**src/rtl/controller_interface_pkg.sv**
```systemverilog
// Shared definitions for the serial game-controller interface: poller FSM states,
// button bit positions and payload widths.
package controller_interface_pkg;

  localparam int unsigned BTN_W     = 8;
  localparam int unsigned BIT_CNT_W = 3;

  // Button bit positions inside a decoded byte, first shifted bit is the MSB.
  localparam int unsigned BTN_A      = 7;
  localparam int unsigned BTN_B      = 6;
  localparam int unsigned BTN_SELECT = 5;
  localparam int unsigned BTN_START  = 4;
  localparam int unsigned BTN_UP     = 3;
  localparam int unsigned BTN_DOWN   = 2;
  localparam int unsigned BTN_LEFT   = 1;
  localparam int unsigned BTN_RIGHT  = 0;

  typedef enum logic [2:0] {
    ST_IDLE     = 3'd0,
    ST_LATCH    = 3'd1,
    ST_SHIFT_LO = 3'd2,
    ST_SHIFT_HI = 3'd3,
    ST_DONE     = 3'd4
  } poller_state_t;

  typedef struct packed {
    logic a;
    logic b;
    logic select;
    logic start;
    logic up;
    logic down;
    logic left;
    logic right;
  } buttons_t;

endpackage

```
**src/rtl/controller_tick_m.sv**
```systemverilog
// Half-period divider for the controller clock: tick is high on the last system
// cycle of every half period while running, restarting from zero on reload.
module controller_tick_m #(
  parameter int unsigned HALF_PERIOD = 6
) (
  input  logic clk,
  input  logic rst,
  input  logic reload,
  input  logic run,
  output logic tick
);

  localparam int unsigned CNT_W = (HALF_PERIOD > 1) ? $clog2(HALF_PERIOD) : 1;
  localparam logic [CNT_W-1:0] CNT_LAST = CNT_W'(HALF_PERIOD - 1);

  logic [CNT_W-1:0] cnt_q;
  logic [CNT_W-1:0] cnt_d;
  logic             tick_d;

  // Tick is registered, so it is derived from the count the next cycle will hold.
  always_comb begin
    cnt_d  = cnt_q;
    tick_d = 1'b0;
    if (reload) begin
      cnt_d = '0;
    end else if (run) begin
      cnt_d = (cnt_q == CNT_LAST) ? '0 : cnt_q + CNT_W'(1);
    end
    tick_d = (reload || run) && (cnt_d == CNT_LAST);
  end

  always_ff @(posedge clk) begin
    if (rst) begin
      cnt_q <= '0;
      tick  <= 1'b0;
    end else begin
      cnt_q <= cnt_d;
      tick  <= tick_d;
    end
  end

endmodule

```
**src/rtl/controller_poller_m.sv**
```systemverilog
// Console-side poller: latches both controllers, clocks out eight bits from each
// active-low data line and publishes the decoded button bytes with a valid pulse.
module controller_poller_m #(
  parameter int unsigned HALF_PERIOD = 6
) (
  input  logic       clk,
  input  logic       rst,
  input  logic       poll,
  input  logic       data_1_B,
  input  logic       data_2_B,
  output logic       latch,
  output logic       ctrl_clk,
  output logic       ctrl_clk_en,
  output logic [7:0] buttons_1,
  output logic [7:0] buttons_2,
  output logic       valid,
  output logic       busy
);

  import controller_interface_pkg::*;

  poller_state_t        state_q;
  logic                 latch_q;
  logic                 ctrl_clk_q;
  logic                 ctrl_clk_en_q;
  logic                 valid_q;
  logic                 busy_q;
  logic                 half_q;
  logic [BIT_CNT_W-1:0] bit_cnt_q;
  logic [BTN_W-1:0]     shift_1_q;
  logic [BTN_W-1:0]     shift_2_q;
  logic [BTN_W-1:0]     buttons_1_q;
  logic [BTN_W-1:0]     buttons_2_q;
  logic                 tick;
  logic                 poll_accept_c;

  assign poll_accept_c = poll && (state_q == ST_IDLE);

  controller_tick_m #(
    .HALF_PERIOD (HALF_PERIOD)
  ) u_tick (
    .clk    (clk),
    .rst    (rst),
    .reload (poll_accept_c),
    .run    (busy_q),
    .tick   (tick)
  );

  always_ff @(posedge clk) begin
    if (rst) begin
      state_q       <= ST_IDLE;
      latch_q       <= 1'b0;
      ctrl_clk_q    <= 1'b0;
      ctrl_clk_en_q <= 1'b0;
      valid_q       <= 1'b0;
      busy_q        <= 1'b0;
      half_q        <= 1'b0;
      bit_cnt_q     <= '0;
      shift_1_q     <= '0;
      shift_2_q     <= '0;
      buttons_1_q   <= '0;
      buttons_2_q   <= '0;
    end else begin
      ctrl_clk_en_q <= 1'b0;
      valid_q       <= 1'b0;
      unique case (state_q)
        ST_IDLE: begin
          if (poll) begin
            state_q   <= ST_LATCH;
            latch_q   <= 1'b1;
            busy_q    <= 1'b1;
            half_q    <= 1'b0;
            bit_cnt_q <= '0;
            shift_1_q <= '0;
            shift_2_q <= '0;
          end
        end
        ST_LATCH: begin
          // Clock rises mid-latch so synchronous-latch controllers capture on it.
          if (tick) begin
            if (!half_q) begin
              half_q        <= 1'b1;
              ctrl_clk_q    <= 1'b1;
              ctrl_clk_en_q <= 1'b1;
            end else begin
              latch_q    <= 1'b0;
              ctrl_clk_q <= 1'b0;
              state_q    <= ST_SHIFT_LO;
            end
          end
        end
        ST_SHIFT_LO: begin
          // Sample at the end of the low phase, a full half period after the last rise.
          if (tick) begin
            shift_1_q[BIT_CNT_W'(BTN_A) - bit_cnt_q] <= ~data_1_B;
            shift_2_q[BIT_CNT_W'(BTN_A) - bit_cnt_q] <= ~data_2_B;
            ctrl_clk_q    <= 1'b1;
            ctrl_clk_en_q <= 1'b1;
            state_q       <= ST_SHIFT_HI;
          end
        end
        ST_SHIFT_HI: begin
          if (tick) begin
            ctrl_clk_q <= 1'b0;
            if (bit_cnt_q == BIT_CNT_W'(BTN_A - BTN_RIGHT)) begin
              // Button registers and valid become visible together in DONE.
              buttons_1_q <= shift_1_q;
              buttons_2_q <= shift_2_q;
              valid_q     <= 1'b1;
              state_q     <= ST_DONE;
            end else begin
              bit_cnt_q <= bit_cnt_q + BIT_CNT_W'(1);
              state_q   <= ST_SHIFT_LO;
            end
          end
        end
        ST_DONE: begin
          busy_q  <= 1'b0;
          state_q <= ST_IDLE;
        end
        default: begin
          state_q    <= ST_IDLE;
          latch_q    <= 1'b0;
          ctrl_clk_q <= 1'b0;
          busy_q     <= 1'b0;
        end
      endcase
    end
  end

  assign latch       = latch_q;
  assign ctrl_clk    = ctrl_clk_q;
  assign ctrl_clk_en = ctrl_clk_en_q;
  assign buttons_1   = buttons_1_q;
  assign buttons_2   = buttons_2_q;
  assign valid       = valid_q;
  assign busy        = busy_q;

endmodule

```
**config.mk**
```make
export PLATFORM = sky130hd
export DESIGN_NAME = controller_poller_m
export DESIGN_NICKNAME = d
export VERILOG_FILES = /design/src/rtl/controller_interface_pkg.sv /design/src/rtl/controller_tick_m.sv /design/src/rtl/controller_poller_m.sv
export SDC_FILE = /design/constraint.sdc
export NUM_CORES = 1
export LEC_CHECK = 0
export BUFFER_PORTS_ARGS = -buffer_cell sky130_fd_sc_hd__buf_2
export CAP_MARGIN = 10
export CORE_MARGIN = 3
export CORE_UTILIZATION = 51
export DETAILED_ROUTE_END_ITERATION = 10
export GPL_TIMING_DRIVEN = 0
export PLACE_DENSITY = 0.77
export RECOVER_POWER = 100
export SYNTH_ARGS = -nofsm -noshare
export SYNTH_HDL_FRONTEND = slang
export SYNTH_HIERARCHICAL = 1
export SYNTH_SLANG_ARGS = --single-unit
```
**constraint.sdc**
```tcl
create_clock -name clk -period 1.3 [get_ports clk]
set_input_delay 0.195 -clock clk [delete_from_list [all_inputs] [get_ports clk]]
set_output_delay 0.195 -clock clk [all_outputs]
set_load 0.02 [all_outputs]
```
==> results of run 1 <==
[layout make-up]
class | instances | area (um2)
multi-input cells | 150 | 1200
fillers | 312 | 1100
flip-flops and latches | 48 | 976
repair buffers | 35 | 213
plain buffers | 19 | 164
clock buffers | 6 | 72.6
well taps | 48 | 60.1
clock inverters | 2 | 35.0
inverters | 1 | 3.75
[per-layer routing]
| layer | global-route usage | part of all wire |
|---|---|---|
| met5 | 0 | 0 |
| met4 | 0.0574 | 0.013 |
| met3 | 0.0446 | 0.046 |
| met2 | 0.294 | 0.45 |
| met1 | 0.284 | 0.50 |
[worst paths after layout]
| check | start | end | slack [ns] | depth (start not counted) |
|---|---|---|---|---|
| worst max-delay path | state_q[2]$_SDFFE_PP0P_ | shift_1_q[0]$_SDFFE_PP0P_ | -0.14 | 3 |
| worst min-delay path | rst | bit_cnt_q[0]$_SDFFE_PP0P_ | 0.24 | 3 |
| worst max register to register | state_q[2]$_SDFFE_PP0P_ | shift_1_q[0]$_SDFFE_PP0P_ | -0.14 | 3 |
| worst min register to register | buttons_1[3]$_SDFFE_PP0P_ | buttons_1[3]$_SDFFE_PP0P_ | 0.46 | 2 |
[sequential cells by signal (all words and copies together) (netlist names), 3 cells and up]
name and count:
shift_2_q 8, u_tick/cnt_q 3, shift_1_q 8, state_q 3
buttons_1 8, buttons_2 8, bit_cnt_q 3
[kinds of logic after synthesis]
group	count (synthesis)	synth area share
xor gates and xnor gates	1	0.00413
AOI/OAI and AO/OA	67	0.210
adders and majority gates	2	0.0118
and+or+nand+nor	77	0.259
muxes	3	0.0141
DFF	48	0.453
buffers and inverters	20	0.0483
[synthesized netlist by cell type, types with 2 or more instances]
library cell  instances  area, um2
o21ai_0              20        100
clkbuf_1              8       30.0
ha_1                  2       25.0
nand2b_1              8       50.1
nand4bb_1             2       22.5
nor4_4                4       85.1
buf_2                 6       30.0
nor4bb_1              2       20.0
a21oi_1              22        110
nand3_1              22        110
dfxtp_1              48        961
nor3_1                3       15.0
mux2i_1               3       30.0
a21bo_1               2       20.0
a32o_1               16        160
nand3b_1              5       37.5
and2_1                2       12.5
nand2_1               2       7.51
nand4b_1              6       52.6
nor2b_1               5       31.3
nor2_1                7       26.3
buf_6                 2       22.5
[power by group through the flow]
stage | clock network, mW | registers (mW) | logic, mW
finish | 1.05 | 1.51 | 0.249
global route | 1.15 | 1.52 | 0.267
CTS | 1.06 | 1.51 | 0.235
detailed placement | 0 | 1.55 | 0.222
global placement | 0 | 1.55 | 0.222
floorplan | 0 | 1.55 | 0.157
[worst max-delay path: cells and delay by family (launching register included)]
| family | cells | cell delay (ns) |
|---|---|---|
| simple gates | 2 | 0.82 |
| compound gates | 1 | 0.18 |
| flops | 1 | 0.38 |
[timing repair]
item / 4_1_cts / 5_1_grt
pin swaps: 9 / 15
setup buffers: 6 / 2
cloned: 0 / 2
setup endpoints to repair: 39 / 40
gates resized for setup: 21 / 60
==> run summary, run 1 <==
Vias/cell = 5.99
Grt total ovfl = 0
P_int = 2.16 mW
Hpwl dp = 3270 um
DRC viols = 0
Design area = 2730 um2
Avg Inst Size Synth = 9.74 um2
CP max stage cell = or3b_4
Post-synth top flop = dfxtp_1
Setup TNS = -2.80 ns
Setup ws final = -0.141 ns
Clk_skew = 0.00873 ns
Sequential share of power = 0.538
RSZ-0062 raised after global routing = yes
Failing checks = negative setup slack
CP cell instances = or3b_4, nor4_4, a32o_1
Fin cells = 309
First-pass GRT wire length = 7870 um
Clock Root Buffer = clkbuf_8
Vias post-DR = 1852
Net Sw Frac = 0.231
Post-Place Setup Slack = -0.230 ns
Slew Limit Headroom = 0.603
Nets = 267
Inst Count DP = 291
EDFF count, synth = 0
IO Port Bufs = 25
Final min period = 1.44 ns
Worst Tran Pin Value = 0.595 ns
Comb power frac = 0.089
Routed WL = 4960 um
Die area = 4970 um2
Most frequent cells in the layout = dfxtp_1 (42), clkbuf_1 (24), nand3_1 (19)
Arrival @ worst endpoint = 1.68 ns
Synth Net Count = 225
Commonest non-fill, non-tap cell in the layout = dfxtp_1
Core Region = 3830 um2
Max Cap Viol = 0
ANT cells = 0
Max Fclk = 694 MHz
Seq cells post-synth = 48
Static leakage = 0.889 nW
Setup crit end kind = flip-flop
Layout cell share with drive strength beyond 1 = 0.318
Finished Core Util = 0.712
Worst-path clk slew = 0.09 ns
CP max stage delay = 0.44 ns
Largest net degree at the start of global routing = 15
Power, Total = 2.81 mW
Final hold violations = 0
Power Density = 1030 nW/um2
Pins over their slew limit = 0
Vias in the first global route = 1627
Hold buffers post-CTS = 0
Die width = 70.5 um
TritonCTS clock tree = built
WL/cell = 16.1 um
Critical path data required time = 1.54 ns
Crit Path Class = flip-flop to flip-flop
Max Buffers Root-to-Sink = 2
Cells after synthesis = 218
Clock sink total = 48
Post-synth ARST share = 0
DR pass1 iterations = 4
Number of H-tree levels = 2
Hold crit path type = input pin to flip-flop
Startpoint types = flip-flop
Synth warn = 6
Initial DRC Count = 156
Post-Syn Area = 2120 um2
Area Overhead vs Synth = 28.3%
Peak supply drop = 0.744 mV
Final period util = 1.11
All-layer global routing usage = 0.197
Sequential-to-total area share from yosys stat = 0.453
Placer Congestion = 0.847
Initial antenna violation count = 0
Final setup vio count = 35
Area after DPL = 2320 um2
# rows = 22
Status = finished, violations left
Hold slack = 0.237 ns
Clock share of power = 0.373
Chip height = 70.5 um
I/O Pins = 26
Critical path peak fanout = 5
Switching Power = 648 uW
Synth cell types = 43
Starting Density = 0.555
Inserted Clock Buffers = 5
Antenna Nets Post-Route = 0
Worst-Skew Late Latency = 0.29 ns
(Power assumes the default switching activity.)
==> run 2: changes to the inputs <==
- SETUP_SLACK_MARGIN: not set -> 0.5
==> run 2 against run 1 <==
Net effect:
- sequential power is essentially flat
- the flow still finishes with violations (negative setup slack)
- combinational power grew 93%
- flip-flop and latch count is the same
- critical path type unchanged
- total power grew 7.8%
==> run summary, run 2 (synthesis results as in run 1) <==
Clock sink total = 48
Hold crit path type = input pin to flip-flop
Die width = 70.5 um
Vias in the first global route = 2019
DR pass1 iterations = 5
Setup ws final = -0.284 ns
Initial antenna violation count = 0
Register Area = 1010 um2
All-layer global routing usage = 0.247
Clock Root Buffer = clkbuf_8
Design area = 3560 um2
Critical path peak fanout = 4
TritonCTS clock tree = built
Antenna Nets Post-Route = 0
RSZ-0062 raised after global routing = yes
FF-to-FF path depth = 5
I/O Pins = 26
IO Port Bufs = 25
First-pass GRT wire length = 9660 um
Largest net degree at the start of global routing = 15
Worst Tran Pin Value = 0.884 ns
Worst-Skew Late Latency = 0.31 ns
Failing checks = negative setup slack
Clk_skew = 0.0150 ns
Arrival @ worst endpoint = 1.80 ns
Pins over their slew limit = 0
Routed WL = 8930 um
Inst Count DP = 291
Peak supply drop = 0.859 mV
Power, Total = 3.03 mW
Initial DRC Count = 278
Hpwl dp = 3350 um
Area after DPL = 2390 um2
Fin cells = 343
Starting Density = 0.555
Final setup vio count = 44
Fill count = 123
Setup TNS = -6.07 ns
WL/cell = 26.0 um
Layout cell share with drive strength beyond 1 = 0.658
Most frequent cells in the layout = buf_6 (44), dfxtp_2 (22), buf_4 (22)
Final hold violations = 0
Multi-input combinational cell area = 1440 um2
Max Fclk = 631 MHz
Vias/cell = 6.95
Max Buffers Root-to-Sink = 2
Grt total ovfl = 0
Die area = 4970 um2
Placer Congestion = 0.858
Max Cap Viol = 0
Crit Path Class = flip-flop to flip-flop
Nets = 301
Status = finished, violations left
Inserted Clock Buffers = 5
Final min period = 1.58 ns
# rows = 22
Core Region = 3830 um2
Critical path data required time = 1.51 ns
DRC viols = 0
Final period util = 1.22
Static leakage = 1.27 nW
Power Density = 851 nW/um2
Startpoint types = flip-flop
Slew Limit Headroom = 0.410
Setup crit end kind = flip-flop
Chip height = 70.5 um
Commonest non-fill, non-tap cell in the layout = buf_6
Vias post-DR = 2383
ANT cells = 0
Area Overhead vs Synth = 67.5%
Number of H-tree levels = 2
Hold Crit Depth = 3
Hold slack = 0.270 ns
Worst-path clk slew = 0.08 ns
[run 2: cell count changes in the layout (fill, tap and decap cells not counted), sizes merged]
cell and delta:
bufbuf +1, clkbuf -22, bufinv -1, buf +56
[run 2: layout make-up]
| type | instances | share of cell area |
|---|---|---|
| plain buffers | 19 | 0.0633 |
| clock buffers | 7 | 0.0274 |
| clock inverters | 1 | 0.00141 |
| inverters | 1 | 0.00106 |
| multi-input cells | 150 | 0.404 |
| flip-flops and latches | 48 | 0.283 |
| well taps | 48 | 0.0169 |
| repair buffers | 69 | 0.203 |
[run 2: per-layer routing]
metal  track usage  part of all wire  up-vias
li1              -                 -      973
met1         0.313              0.39     1178
met4        0.0894             0.049        0
met3        0.0647             0.082       53
met5             0                 0        -
met2         0.402              0.48      179
[run 2: path summary, 6_finish.rpt]
kind / to / slack, ns / start
worst max-delay path: bit_cnt_q[2]$_SDFFE_PP0P_ / -0.28 / bit_cnt_q[0]$_SDFFE_PP0P_
worst min-delay path: busy$_SDFFE_PP0P_ / 0.27 / poll
worst max register to register: bit_cnt_q[2]$_SDFFE_PP0P_ / -0.28 / bit_cnt_q[0]$_SDFFE_PP0P_
worst min register to register: buttons_1[2]$_SDFFE_PP0P_ / 0.47 / shift_1_q[2]$_SDFFE_PP0P_
[run 2: timing repair]
| action | 4_1_cts | 5_1_grt |
|---|---|---|
| pin swaps | 14 | 29 |
| hold endpoints to repair | 0 | 0 |
| setup endpoints to repair | 69 | 69 |
| gates resized for setup | 128 | 81 |
| setup buffers | 17 | 22 |
| hold buffers | 0 | 0 |
| cloned | 3 | 2 |
[run 2: per-stage QoR]
| step | utilization | worst slack, ns |
|---|---|---|
| 4_1_cts | 0.806 | -0.114 |
| 3_3_place_gp | 0.625 | -0.173 |
| 5_1_grt | 0.930 | -0.314 |
| 6_report | 0.930 | -0.284 |
| 3_5_place_dp | 0.625 | -0.179 |
| 2_1_floorplan | - | 0.0170 |
[run 2: where the power goes]
group          switching (mW)  total [mW]  internal (mW)
Clock                   0.539        1.03          0.495
Combinational           0.243       0.481          0.238
Sequential             0.0299        1.51           1.48
[run 2: critical path, cell delays in order (launching register included)]
cell and delay [ns]:
dfxtp_4 0.38, ha_4 0.18, ha_4 0.16, nand4b_1 0.21, a21oi_2 0.30, mux2i_1 0.27
==> run 3: changes to the inputs <==
- CORE_UTILIZATION: 51 -> 52
- PLACE_DENSITY: 0.77 -> 0.78
- RECOVER_POWER: 100 -> 50
- SLEW_MARGIN: not set -> 15
- SYNTH_HIERARCHICAL: 1 -> not set
==> run 3 against run 2 <==
Net effect:
- the flow still finishes with violations (negative setup slack)
- global-route usage increased by 3.0 points
- register-to-register slack got worse by 0.05 ns
- flip-flop and latch count unchanged
- cell area decreased by 1.2%
- clock skew decreased by 0.0062 ns
- combinational power decreased by 41%
- critical path type unchanged
==> run summary, run 3 <==
Status = finished, violations left
Failing checks = negative setup slack
Vias in the first global route = 2121
Worst Tran Pin Value = 0.629 ns
Design area = 3510 um2
Vias/cell = 6.24
CP max stage cell = dfxtp_4
Final min period = 1.63 ns
Clock sink total = 48
Crit path from = bit_cnt_q[1]$_SDFFE_PP0P_
Die width = 71.6 um
Worst-Skew Late Latency = 0.31 ns
FF-to-FF Start = bit_cnt_q[1]$_SDFFE_PP0P_
Core Region = 4090 um2
Max Fclk = 614 MHz
Startpoint types = flip-flop
Switching Power = 678 uW
Crit Path Class = flip-flop to flip-flop
WL/cell = 21.2 um
Hold slack = 0.320 ns
Net Sw Frac = 0.245
P_int = 2.09 mW
Initial antenna violation count = 0
Worst-path clk slew = 0.09 ns
Area after DPL = 2600 um2
Critical path data required time = 1.52 ns
Placer Congestion = 0.783
Final hold violations = 0
Static leakage = 1.26 nW
Slew Limit Headroom = 0.581
Post-synth ARST share = 0
Comb power frac = 0.102
Largest net degree at the start of global routing = 15
Setup ws final = -0.329 ns
Synth Net Count = 240
Pins over their slew limit = 0
Most frequent cells in the layout = buf_6 (36), buf_4 (31), dfxtp_2 (21), dfxtp_1 (21), inv_1 (18)
Fin cells = 355
Vias post-DR = 2214
DRC viols = 0
Post-Syn Area = 2240 um2
Synth top area cells = dfxtp_1 (43%), o32ai_1 (6.3%), a21oi_1 (4.7%)
IO Port Bufs = 24
Synth warn = 0
Largest area contributor in the netlist = dfxtp_1
CP cell instances = ha_4, ha_4, nand4b_4, or3_1, a31oi_1
CP max stage delay = 0.40 ns
Commonest non-fill, non-tap cell in the layout = buf_6
All-layer global routing usage = 0.277
Most common cell in the netlist = dfxtp_1
Final setup vio count = 40
Post-synth top area share = 0.429
First-pass GRT wire length = 10900 um
Cells after synthesis = 233
Setup crit end kind = flip-flop
EDFF count, synth = 0
Critical path endpoint = bit_cnt_q[0]$_SDFFE_PP0P_
Critical path depth = 5
RSZ-0062 raised after global routing = yes
Critical path peak fanout = 9
TritonCTS clock tree = built
Seq cells post-synth = 48
Post-Place Setup Slack = -0.235 ns
Fill count = 179
Clk_skew = 0.00873 ns
Post-synth top flop = dfxtp_1
Max Buffers Root-to-Sink = 2
Clock share of power = 0.360
Arrival @ worst endpoint = 1.85 ns
ANT cells = 0
Sequential-to-total area share from yosys stat = 0.429
Clock Root Buffer = clkbuf_8
Area Overhead vs Synth = 56.9%
Grt total ovfl = 0
Layout cell share with drive strength beyond 1 = 0.597
Internal reg-to-reg setup slack = -0.33 ns
Synth cell types = 44
DR pass1 iterations = 4
Final period util = 1.25
Reg2reg end = bit_cnt_q[0]$_SDFFE_PP0P_
Sequential share of power = 0.538
Avg Inst Size Synth = 9.61 um2
Inst Count DP = 307
Top delay family on crit path = simple AND/OR/NAND/NOR gates
Peak supply drop = 0.860 mV
Inserted Clock Buffers = 5
Routed WL = 7540 um
Buffers and inverters on the worst path = 0
I/O Pins = 26
Chip height = 71.6 um
Power Density = 788 nW/um2
Max Cap Viol = 0
Hpwl dp = 3500 um
Initial DRC Count = 211
Worst path most repeated cell = ha_4
Top post-synthesis cells by count = dfxtp_1 (48), a21oi_1 (21), nand3_1 (19)
# rows = 23
FF-to-FF path depth = 5
Nets = 311
Starting Density = 0.548
Antenna Nets Post-Route = 0
Hold crit path type = input pin to flip-flop
Number of H-tree levels = 2
Finished Core Util = 0.860
Die area = 5130 um2
[run 3: cell types whose count changed after synthesis, moves of 4 or more]
cell	before	now
inv_1	1	18
a32o_1	16	0
o32ai_1	0	16
a2111oi_2	0	5
nand4b_1	6	2
nor4_4	4	0
[run 3: power by group through the flow]
| stage | clock network (mW) | registers, mW | logic, mW |
|---|---|---|---|
| final | 0.997 | 1.49 | 0.282 |
| after global routing | 1.06 | 1.49 | 0.296 |
| after CTS | 0.997 | 1.49 | 0.248 |
| after detailed placement | 0 | 1.53 | 0.182 |
| after global placement | 0 | 1.53 | 0.181 |
| after floorplan | 0 | 1.53 | 0.134 |
[run 3: layout make-up]
type / instances / area (um2) / share of cell area
Inverter: 18 / 67.6 / 0.0192
Clock inverter: 1 / 5.00 / 0.00142
Timing Repair Buffer: 64 / 579 / 0.165
Buffer: 23 / 294 / 0.0837
Tap cell: 50 / 62.6 / 0.0178
Clock buffer: 7 / 97.6 / 0.0278
Multi-Input combinational cell: 144 / 1400 / 0.398
Sequential cell: 48 / 1010 / 0.287
[run 3: metrics by stage]
step                TNS (ns)  power (mW)
global placement       -5.17        1.71
floorplan              -1.20        1.67
CTS                    -3.21        2.73
finish                 -5.53        2.77
detailed placement     -5.56        1.71
global route           -7.11        2.84
[run 3: worst min path at each step]
stage	start	to	slack (ns)	cells after the start
finish	data_1_B	shift_1_q[1]$_SDFFE_PP0P_	0.32	4
global route	data_1_B	shift_1_q[1]$_SDFFE_PP0P_	0.33	4
CTS	data_1_B	shift_1_q[4]$_SDFFE_PP0P_	0.32	4
detailed placement	shift_1_q[6]$_SDFFE_PP0P_	shift_1_q[6]$_SDFFE_PP0P_	0.45	2
global placement	u_tick.cnt_q[2]$_SDFF_PP0_	u_tick.tick$_SDFF_PP0_	0.45	2
floorplan	u_tick.cnt_q[1]$_SDFF_PP0_	u_tick.tick$_SDFF_PP0_	0.43	1
[run 3: worst min-delay path: cells and delay by family]
family,cells,cell delay (ns)
AND/OR/NAND/NOR,1,0.11
AO/OA/AOI/OAI,1,0.07
buffers and inverters,2,0.20
[run 3: per-layer routing]
layer	GRT usage	vias up	wire (um)
met1	0.341	1070	3030
met2	0.458	116	3610
met4	0.134	0	322
met3	0.0603	33	574
met5	0	-	0
li1	-	995	-
[run 3: cells by family (layout without fill, tap and decap cells)]
logic type / count (synthesis) / in the layout / synth area share
fa+ha+maj: 2 / 2 / 0.0112
compound gates: 72 / 72 / 0.250
buf+inv: 41 / 113 / 0.0922
flops: 48 / 48 / 0.429
xor+xnor: 1 / 1 / 0.00391
simple gates: 66 / 66 / 0.194
mux: 3 / 3 / 0.0190
[run 3: repair_timing]
action                                  4_1_cts  5_1_grt
setup buffers                                26       13
hold buffers                                  0        0
gates resized for setup                     107       32
endpoints found under the setup margin       69       69
pin swaps                                    18       10
cloned                                        1        0
